**src/rtl/inta_cycle_gen.sv**
```systemverilog
// inta_cycle_gen: 8088-style interrupt-acknowledge initiator.
// Watches the PIC INT line, runs the two-pulse INTA_n handshake with
// programmable pulse/gap widths, captures the vector byte on the second
// pulse and offers it (plus its IVT address) to the core until acknowledged.
module inta_cycle_gen #(
  parameter int unsigned INTA_LOW_CYCLES = 4,
  parameter int unsigned INTA_GAP_CYCLES = 2
) (
  input  logic        clk,
  input  logic        rst_n,
  input  logic        int_req,
  input  logic        if_en,
  input  logic [7:0]  pic_dout,
  output logic        inta_n,
  output logic        busy,
  output logic [7:0]  vector,
  output logic [19:0] vec_addr,
  output logic        vector_valid,
  input  logic        vector_ack
);

  typedef enum logic [2:0] {
    IDLE,
    ACK1,
    GAP,
    ACK2,
    HOLD
  } state_t;

  // Counter reload values: a phase of N cycles counts N-1 down to 0.
  localparam logic [7:0] LOW_LOAD = 8'(INTA_LOW_CYCLES - 1);
  localparam logic [7:0] GAP_LOAD = 8'(INTA_GAP_CYCLES - 1);

  state_t      state_q, state_d;
  logic [7:0]  cnt_q, cnt_d;
  logic        inta_n_d;
  logic        busy_d;
  logic [7:0]  vector_d;
  logic [19:0] vec_addr_d;
  logic        valid_d;

  // Next-state and next-output logic; every output is registered below,
  // so inta_n only ever changes on a clock edge tied to a state transition.
  always_comb begin
    // NOTE: every signal gets a hold-value default before the case so no
    // path leaves it unassigned; that is what keeps this block latch-free.
    state_d  = state_q;
    cnt_d    = cnt_q;
    inta_n_d = inta_n;
    busy_d   = busy;
    vector_d = vector;
    valid_d  = vector_valid;

    case (state_q)
      IDLE: begin
        if (int_req && if_en) begin
          state_d  = ACK1;
          inta_n_d = 1'b0;
          busy_d   = 1'b1;
          cnt_d    = LOW_LOAD;
        end
      end

      // First pulse: the PIC freezes its priority logic; data bus ignored.
      ACK1: begin
        if (cnt_q == 8'd0) begin
          state_d  = GAP;
          inta_n_d = 1'b1;
          cnt_d    = GAP_LOAD;
        end else begin
          cnt_d = cnt_q - 8'd1;
        end
      end

      GAP: begin
        if (cnt_q == 8'd0) begin
          state_d  = ACK2;
          inta_n_d = 1'b0;
          cnt_d    = LOW_LOAD;
        end else begin
          cnt_d = cnt_q - 8'd1;
        end
      end

      // Second pulse: the vector is sampled on the last low cycle.
      ACK2: begin
        if (cnt_q == 8'd0) begin
          state_d  = HOLD;
          inta_n_d = 1'b1;
          vector_d = pic_dout;
          valid_d  = 1'b1;
        end else begin
          cnt_d = cnt_q - 8'd1;
        end
      end

      // Vector stays presented until the core takes it.
      HOLD: begin
        if (vector_ack) begin
          state_d = IDLE;
          valid_d = 1'b0;
          busy_d  = 1'b0;
        end
      end

      default: begin
        state_d  = IDLE;
        inta_n_d = 1'b1;
        busy_d   = 1'b0;
        valid_d  = 1'b0;
        cnt_d    = 8'd0;
      end
    endcase
  end

  // IVT entries are 4 bytes each, so the address is the vector times four.
  assign vec_addr_d = {10'b0, vector_d, 2'b00};

  // State and output registers with synchronous active-low reset.
  always_ff @(posedge clk) begin
    // NOTE: non-blocking assignments so every register samples the values
    // from before this edge, independent of statement order.
    if (!rst_n) begin
      state_q      <= IDLE;
      cnt_q        <= 8'd0;
      inta_n       <= 1'b1;
      busy         <= 1'b0;
      vector       <= 8'h00;
      vec_addr     <= 20'h0;
      vector_valid <= 1'b0;
    end else begin
      state_q      <= state_d;
      cnt_q        <= cnt_d;
      inta_n       <= inta_n_d;
      busy         <= busy_d;
      vector       <= vector_d;
      vec_addr     <= vec_addr_d;
      vector_valid <= valid_d;
    end
  end

endmodule

```
**config.mk**
```make
export PLATFORM = sky130hd
export DESIGN_NAME = inta_cycle_gen
export DESIGN_NICKNAME = d
export VERILOG_FILES = /design/src/rtl/inta_cycle_gen.sv
export SDC_FILE = /design/constraint.sdc
export NUM_CORES = 1
export LEC_CHECK = 0
export ABC_AREA = 1
export CAP_MARGIN = 10
export CORE_UTILIZATION = 50
export CTS_BUF_LIST = sky130_fd_sc_hd__clkbuf_4 sky130_fd_sc_hd__clkbuf_8
export CTS_CLUSTER_DIAMETER = 30
export DETAILED_ROUTE_END_ITERATION = 10
export PLACE_DENSITY = 0.94
export SETUP_SLACK_MARGIN = 0.2
export SLEW_MARGIN = 20
export SYNTH_ARGS = -nofsm -noshare
export SYNTH_HDL_FRONTEND = slang
export SYNTH_SLANG_ARGS = --single-unit
```
**constraint.sdc**
```tcl
create_clock -name clk -period 2.8 [get_ports clk]
set_clock_uncertainty 0.15 [all_clocks]
set_input_delay 0.56 -clock clk [delete_from_list [all_inputs] [get_ports clk]]
set_output_delay 0.56 -clock clk [all_outputs]
set_load 0.01 [all_outputs]
```
==> results of run 1 <==
## metal layers
metal  global-route usage  part of all wire  up-vias
li1                     -                 -      602
met1                0.250              0.45      515
met2                0.365              0.46       52
met3               0.0546             0.075        2
met4               0.0395            0.0086        0
met5                    0                 0        -
## cells in the mapped netlist, drive strengths merged
cell,instances
nor3,4
o21ai,17
nand4,1
nor2,39
a21oi,9
buf,23
inv,19
nand2,40
nand3,8
conb,1
dfxtp,22
ha,2
nand3b,2
## worst min-delay path, delay by kind of cell, from the launching register on
kind	cells	cell delay, ns
DFF	1	0.34
and+or+nand+nor	2	0.13
## state kept, by name, indices dropped and copies added (netlist names)
| register | flops |
|---|---|
| inta_n | 1 |
| vector_valid | 1 |
| busy | 1 |
| cnt_q | 8 |
| state_q | 3 |
| vec_addr | 8 |
## layout make-up
| type | instances | area [sq um] | share of cell area |
|---|---|---|---|
| clock buffers | 4 | 36.3 | 0.0232 |
| inverters | 19 | 76.3 | 0.0487 |
| flip-flops and latches | 22 | 440 | 0.281 |
| repair buffers | 31 | 310 | 0.198 |
| multi-input cells | 134 | 666 | 0.425 |
| well taps | 30 | 37.5 | 0.0240 |
## power breakdown
group,internal [mW],switching (mW)
Combinational,0.380,0.608
Clock,0.0794,0.0934
Sequential,0.409,0.0859
Total,0.868,0.787
## per-stage QoR
step	area (sq um)	hold WS [ns]	cells	power (mW)
2_1_floorplan	1350	0.318	198	1.29
3_3_place_gp	1530	0.292	236	1.46
3_5_place_dp	1530	0.328	236	1.48
4_1_cts	1570	0.354	240	1.66
5_1_grt	1570	0.391	240	1.84
6_report	1570	0.345	240	1.65
## cells by family (layout without fill, tap and decap cells)
family | Yosys count | after routing
AO/OA/AOI/OAI | 26 | 26
adder cells (fa/ha/maj) | 2 | 2
buffers and inverters | 42 | 54
flip-flops | 22 | 22
other | 1 | 12
AND/OR/NAND/NOR | 94 | 94
## worst paths after layout
kind               startpoint         to  slack (ns)  cells after the start
hold / removal         inta_n     inta_n        0.34                      2
setup / recovery  vec_addr[3]  vector[1]        0.87                      1
setup reg to reg     cnt_q[0]   cnt_q[5]        1.08                     10
hold reg to reg        inta_n     inta_n        0.34                      2
==> impl_results.md, run 1 <==
* Status: finished, final reports clean
* Final Cycle Share at 0.689
* Total CTS buffers at 3
* Setup crit end kind: output port
* RSZ-0062 raised after global routing: no
* Final setup viols at 0
* Postcts setup bufs at 0
* First-pass GRT wire length at 4330 um
* Crit path max fanout at 3
* DIE HEIGHT at 53.2 um
* Yosys top cell area share at 0.336
* Resize count post-CTS at 0
* Netlist Area Pre-Place at 1310 sq um
* Most common cell after layout, fill and taps aside: nand2_1
* Worst min path class: reg -> reg
* MaxCap Viol Count at 0
* CP Data Arrival Time at 1.22 ns
* Number of global-route vias before repair at 1029
* Starting DRT DRC Count at 31
* Most frequent cells in the layout: nand2_1 (35), clkdlybuf4s50_1 (31), nor2_1 (30), dfxtp_1 (22), inv_1 (15)
* CTS Buffer Depth at 2
* Dpl hpwl at 1900 um
* Port buffer count at 31
* Simple-gate area share of the yosys netlist at 0.355
* Actual slew at the worst max-slew pin at 0.597 ns
* Hold_buf cts at 0
* Slowest CP cell: clkdlybuf4s50_1
* Mean post-synth cell area at 7.02 sq um
* Peak supply drop at 733 uV
* Inserted Diodes at 0
* Final Hold Viols at 0
* Initial antenna violation count at 0
* Largest family of logic cells by synthesized area: simple AND/OR/NAND/NOR gates
* Setup TNS at 0 ns
* Worst Path Buf+Inv at 1
* Tot GR Track Use at 0.207
* Routed via count at 1171
* FP Rows at 18
* Synth Instances at 187
* Htree depth at 1
* Final Max Tran Viols at 0
* Compound-Gate Fraction of Synth Area at 0.0991
* Static Leakage at 0.705 nW
* Max stage delay on crit path at 0.55 ns
* Starting density of the core at 0.530
* DR pass1 iterations at 4
* Remaining Overflow, GRT at 0
* Vias per cell at 4.88
* Crit path time final at 1.93 ns
* CTS clk-pin slew, worst paths at 0.12 ns
* Routability cong. at 0.938
* Core area at 2480 sq um
* Startpoint types: register
* Final nets at 226
* Largest net degree at the start of global routing at 19
* FMAX at 0.518 GHz
* Top delay family on crit path: buffers and inverters
* Share of cells above drive strength 1 at 0.114
* Setup CP Type: reg -> out
* Synth Area in Adders at 0.0191
* Top cells by area, synth: dfxtp_1 (34%), buf_4 (11%), nand2_1 (10%), nor2_1 (8.6%), o21ai_0 (5.3%)
* Die footprint at 2830 sq um
* Clock sink total at 22
* Post-DR wirelength/cell at 10.2 um
* DRC at 0
* Post-synthesis xor/xnor area fraction at 0
* I/O pin cnt at 44
* Total Wirelength at 2450 um
* Fillers at 210
* Worst Slack Setup Final at 0.870 ns
* Root Buffer: clkbuf_4
* CP Cell Sequence: clkdlybuf4s50_1
* CTS tree: yes
* Post-synthesis mux area share at 0
* Clk_lat worst skew at 0.30 ns
* Die width at 53.2 um
* Yosys warning total at 0
* Area growth syn-to-layout at 19.4%
* Total power per unit cell area at 1060 nW/um^2
* Sequential area share after synthesis at 0.336
* Req. time, crit path at 2.09 ns
* Post-place setup slack at 0.720 ns
* Area leader, netlist: dfxtp_1
* Detail Route Antenna Nets at 0
* Slew headroom at 0.600
* Count of cell types in the netlist at 26
* Final Util at 0.632
* Post-synthesis register bit count at 22
(Power assumes the default switching activity.)
==> inputs of run 2 (changes only) <==
--- a/config.mk
+++ b/config.mk
@@ -7,11 +7,11 @@
 export LEC_CHECK = 0
 export ABC_AREA = 1
 export CAP_MARGIN = 10
-export CORE_UTILIZATION = 50
+export CORE_UTILIZATION = 47
 export CTS_BUF_LIST = sky130_fd_sc_hd__clkbuf_4 sky130_fd_sc_hd__clkbuf_8
 export CTS_CLUSTER_DIAMETER = 30
 export DETAILED_ROUTE_END_ITERATION = 10
-export PLACE_DENSITY = 0.94
+export PLACE_DENSITY = 0.89
 export SETUP_SLACK_MARGIN = 0.2
 export SLEW_MARGIN = 20
 export SYNTH_ARGS = -nofsm -noshare
==> constraint.sdc (replaced) <==
create_clock -name clk -period 2 [get_ports clk]
set_clock_uncertainty 0.15 [all_clocks]
set_input_delay 0.4 -clock clk [delete_from_list [all_inputs] [get_ports clk]]
set_output_delay 0.4 -clock clk [all_outputs]
set_load 0.01 [all_outputs]
==> impl_results.md, run 2 (same netlist as run 1, synthesis figures left out) <==
* Final Hold Viols at 0
* I/O pin cnt at 44
* Non-Filler Instances at 241
* Starting DRT DRC Count at 32
* Die width at 54.8 um
* FMAX at 0.577 GHz
* Hold slack at 0.336 ns
* Vias per cell at 4.87
* First-pass GRT wire length at 4240 um
* CTS tree: yes
* Root Buffer: clkbuf_4
* CP Data Arrival Time at 1.18 ns
* Largest registers: cnt_q x8, vec_addr x8, state_q x3
* FF-to-FF End: cnt_q[4]
* Total CTS buffers at 3
* Reg2Reg Setup Slack at 0.34 ns
* DR pass1 iterations at 5
* Max stage delay on crit path at 0.54 ns
* Total power per unit cell area at 1500 nW/um^2
* Crit Reg-Reg Startpoint: cnt_q[0]
* Status: finished, final reports clean
* CTS clk-pin slew, worst paths at 0.11 ns
* Static Leakage at 1.03 nW
* Final setup viols at 0
* DRC at 0
* Peak supply drop at 1050 uV
* RSZ-0062 raised after global routing: no
* Setup TNS at 0 ns
* Fillers at 221
* Postcts setup bufs at 0
* Worst r2r path cells at 11
* Total Wirelength at 2650 um
* Core area at 2570 sq um
* Crit path max fanout at 2
* Placed cells at 237
* Final Max Tran Viols at 0
* Die footprint at 3010 sq um
* Number of global-route vias before repair at 1024
* Remaining Overflow, GRT at 0
* FP Rows at 18
* Routed via count at 1173
* Port buffer count at 31
* MaxCap Viol Count at 0
* Startpoint types: register
* Worst min path class: reg -> reg
* Largest net degree at the start of global routing at 15
* Req. time, crit path at 1.45 ns
* Detail Route Antenna Nets at 0
* Area growth syn-to-layout at 24.6%
* Routability cong. at 0.922
* Crit path time final at 1.73 ns
* Starting density of the core at 0.511
* Slowest CP cell: clkdlybuf4s50_1
* Setup crit end kind: output port
* Clk_lat worst skew at 0.31 ns
* Most common cell after layout, fill and taps aside: nand2_1
* Htree depth at 1
* WHS Endpoint: inta_n
* Most frequent cells in the layout: nand2_1 (34), nor2_1 (30), dfxtp_1 (22), dlymetal6s2s_1 (17), inv_1 (15)
* Share of cells above drive strength 1 at 0.123
* Inserted Diodes at 0
* Clock sink total at 22
* Sequential cell area at 440 sq um
* Hold Crit Depth at 2
* DIE HEIGHT at 54.8 um
* Initial antenna violation count at 0
* Dpl hpwl at 1970 um
* Tot GR Track Use at 0.196
* Post-DR wirelength/cell at 11.0 um
* Post-place setup slack at 0.165 ns
* Setup CP Type: reg -> out
* CP Cell Sequence: clkdlybuf4s50_1
* Multi-input logic area at 668 sq um
* Worst Path Buf+Inv at 1
* Final Cycle Share at 0.867
* Final nets at 227
* Worst Slack Setup Final at 0.266 ns
* Hold path start: inta_n
* CTS Buffer Depth at 2
* Top delay family on crit path: buffers and inverters
run 2: changes by cell type in the layout (fill, tap and decap cells not counted), sizes merged:
cell           delta
clkdlybuf4s50    -17
buf               +1
dlymetal6s2s     +17
clkbuf            -1
bufinv            +1
run 2: tightest hold or removal path: cells and delay by family (launching register included):
kind | cells | cell delay [ns]
and+or+nand+nor | 2 | 0.11
DFF | 1 | 0.35
run 2: worst max-delay path by stage:
stage,start,end,slack (ns),depth (start not counted)
floorplan,cnt_q[0],cnt_q[2],0.49,10
global placement,int_req,cnt_q[2],0.18,10
detailed placement,int_req,cnt_q[5],0.17,10
CTS,vec_addr[4],vec_addr[4],0.20,1
global route,inta_n,inta_n,0.21,1
finish,inta_n,inta_n,0.27,1
run 2: repair_timing:
item                                    4_1_cts  5_1_grt
hold buffers                                  0        0
endpoints found under the setup margin        0       21
resized for setup                             0       18
run 2: through the flow:
step	total power [mW]	cell area, sq um	utilization
floorplan	1.80	1350	-
detailed placement	2.09	1540	0.599
global placement	2.07	1540	0.599
finish	2.45	1640	0.637
global route	2.68	1640	0.637
CTS	2.44	1590	0.619
run 2: area by class of cell:
class	instances	area share
Clock buffer	3	0.0138
Clock inverter	1	0.0184
Inverter	19	0.0467
Multi-Input combinational cell	134	0.409
Sequential cell	22	0.269
Tap cell	30	0.0230
Timing Repair Buffer	32	0.220
run 2: report_power, final:
group / switching [mW] / internal, mW / leakage [nW] / total [mW]
clock network: 0.132 / 0.203 / 0.0279 / 0.335
logic: 0.879 / 0.528 / 0.823 / 1.41
registers: 0.133 / 0.573 / 0.180 / 0.706
run 2: per-layer routing:
metal / vias to the layer above / global-route usage / share of wire / wire, um
met3: 2 / 0.0639 / 0.098 / 260
met5: - / 0 / 0 / 0
li1: 605 / - / - / -
met2: 58 / 0.337 / 0.47 / 1240
met1: 508 / 0.235 / 0.43 / 1130
met4: 0 / 0.0385 / 0.0057 / 15
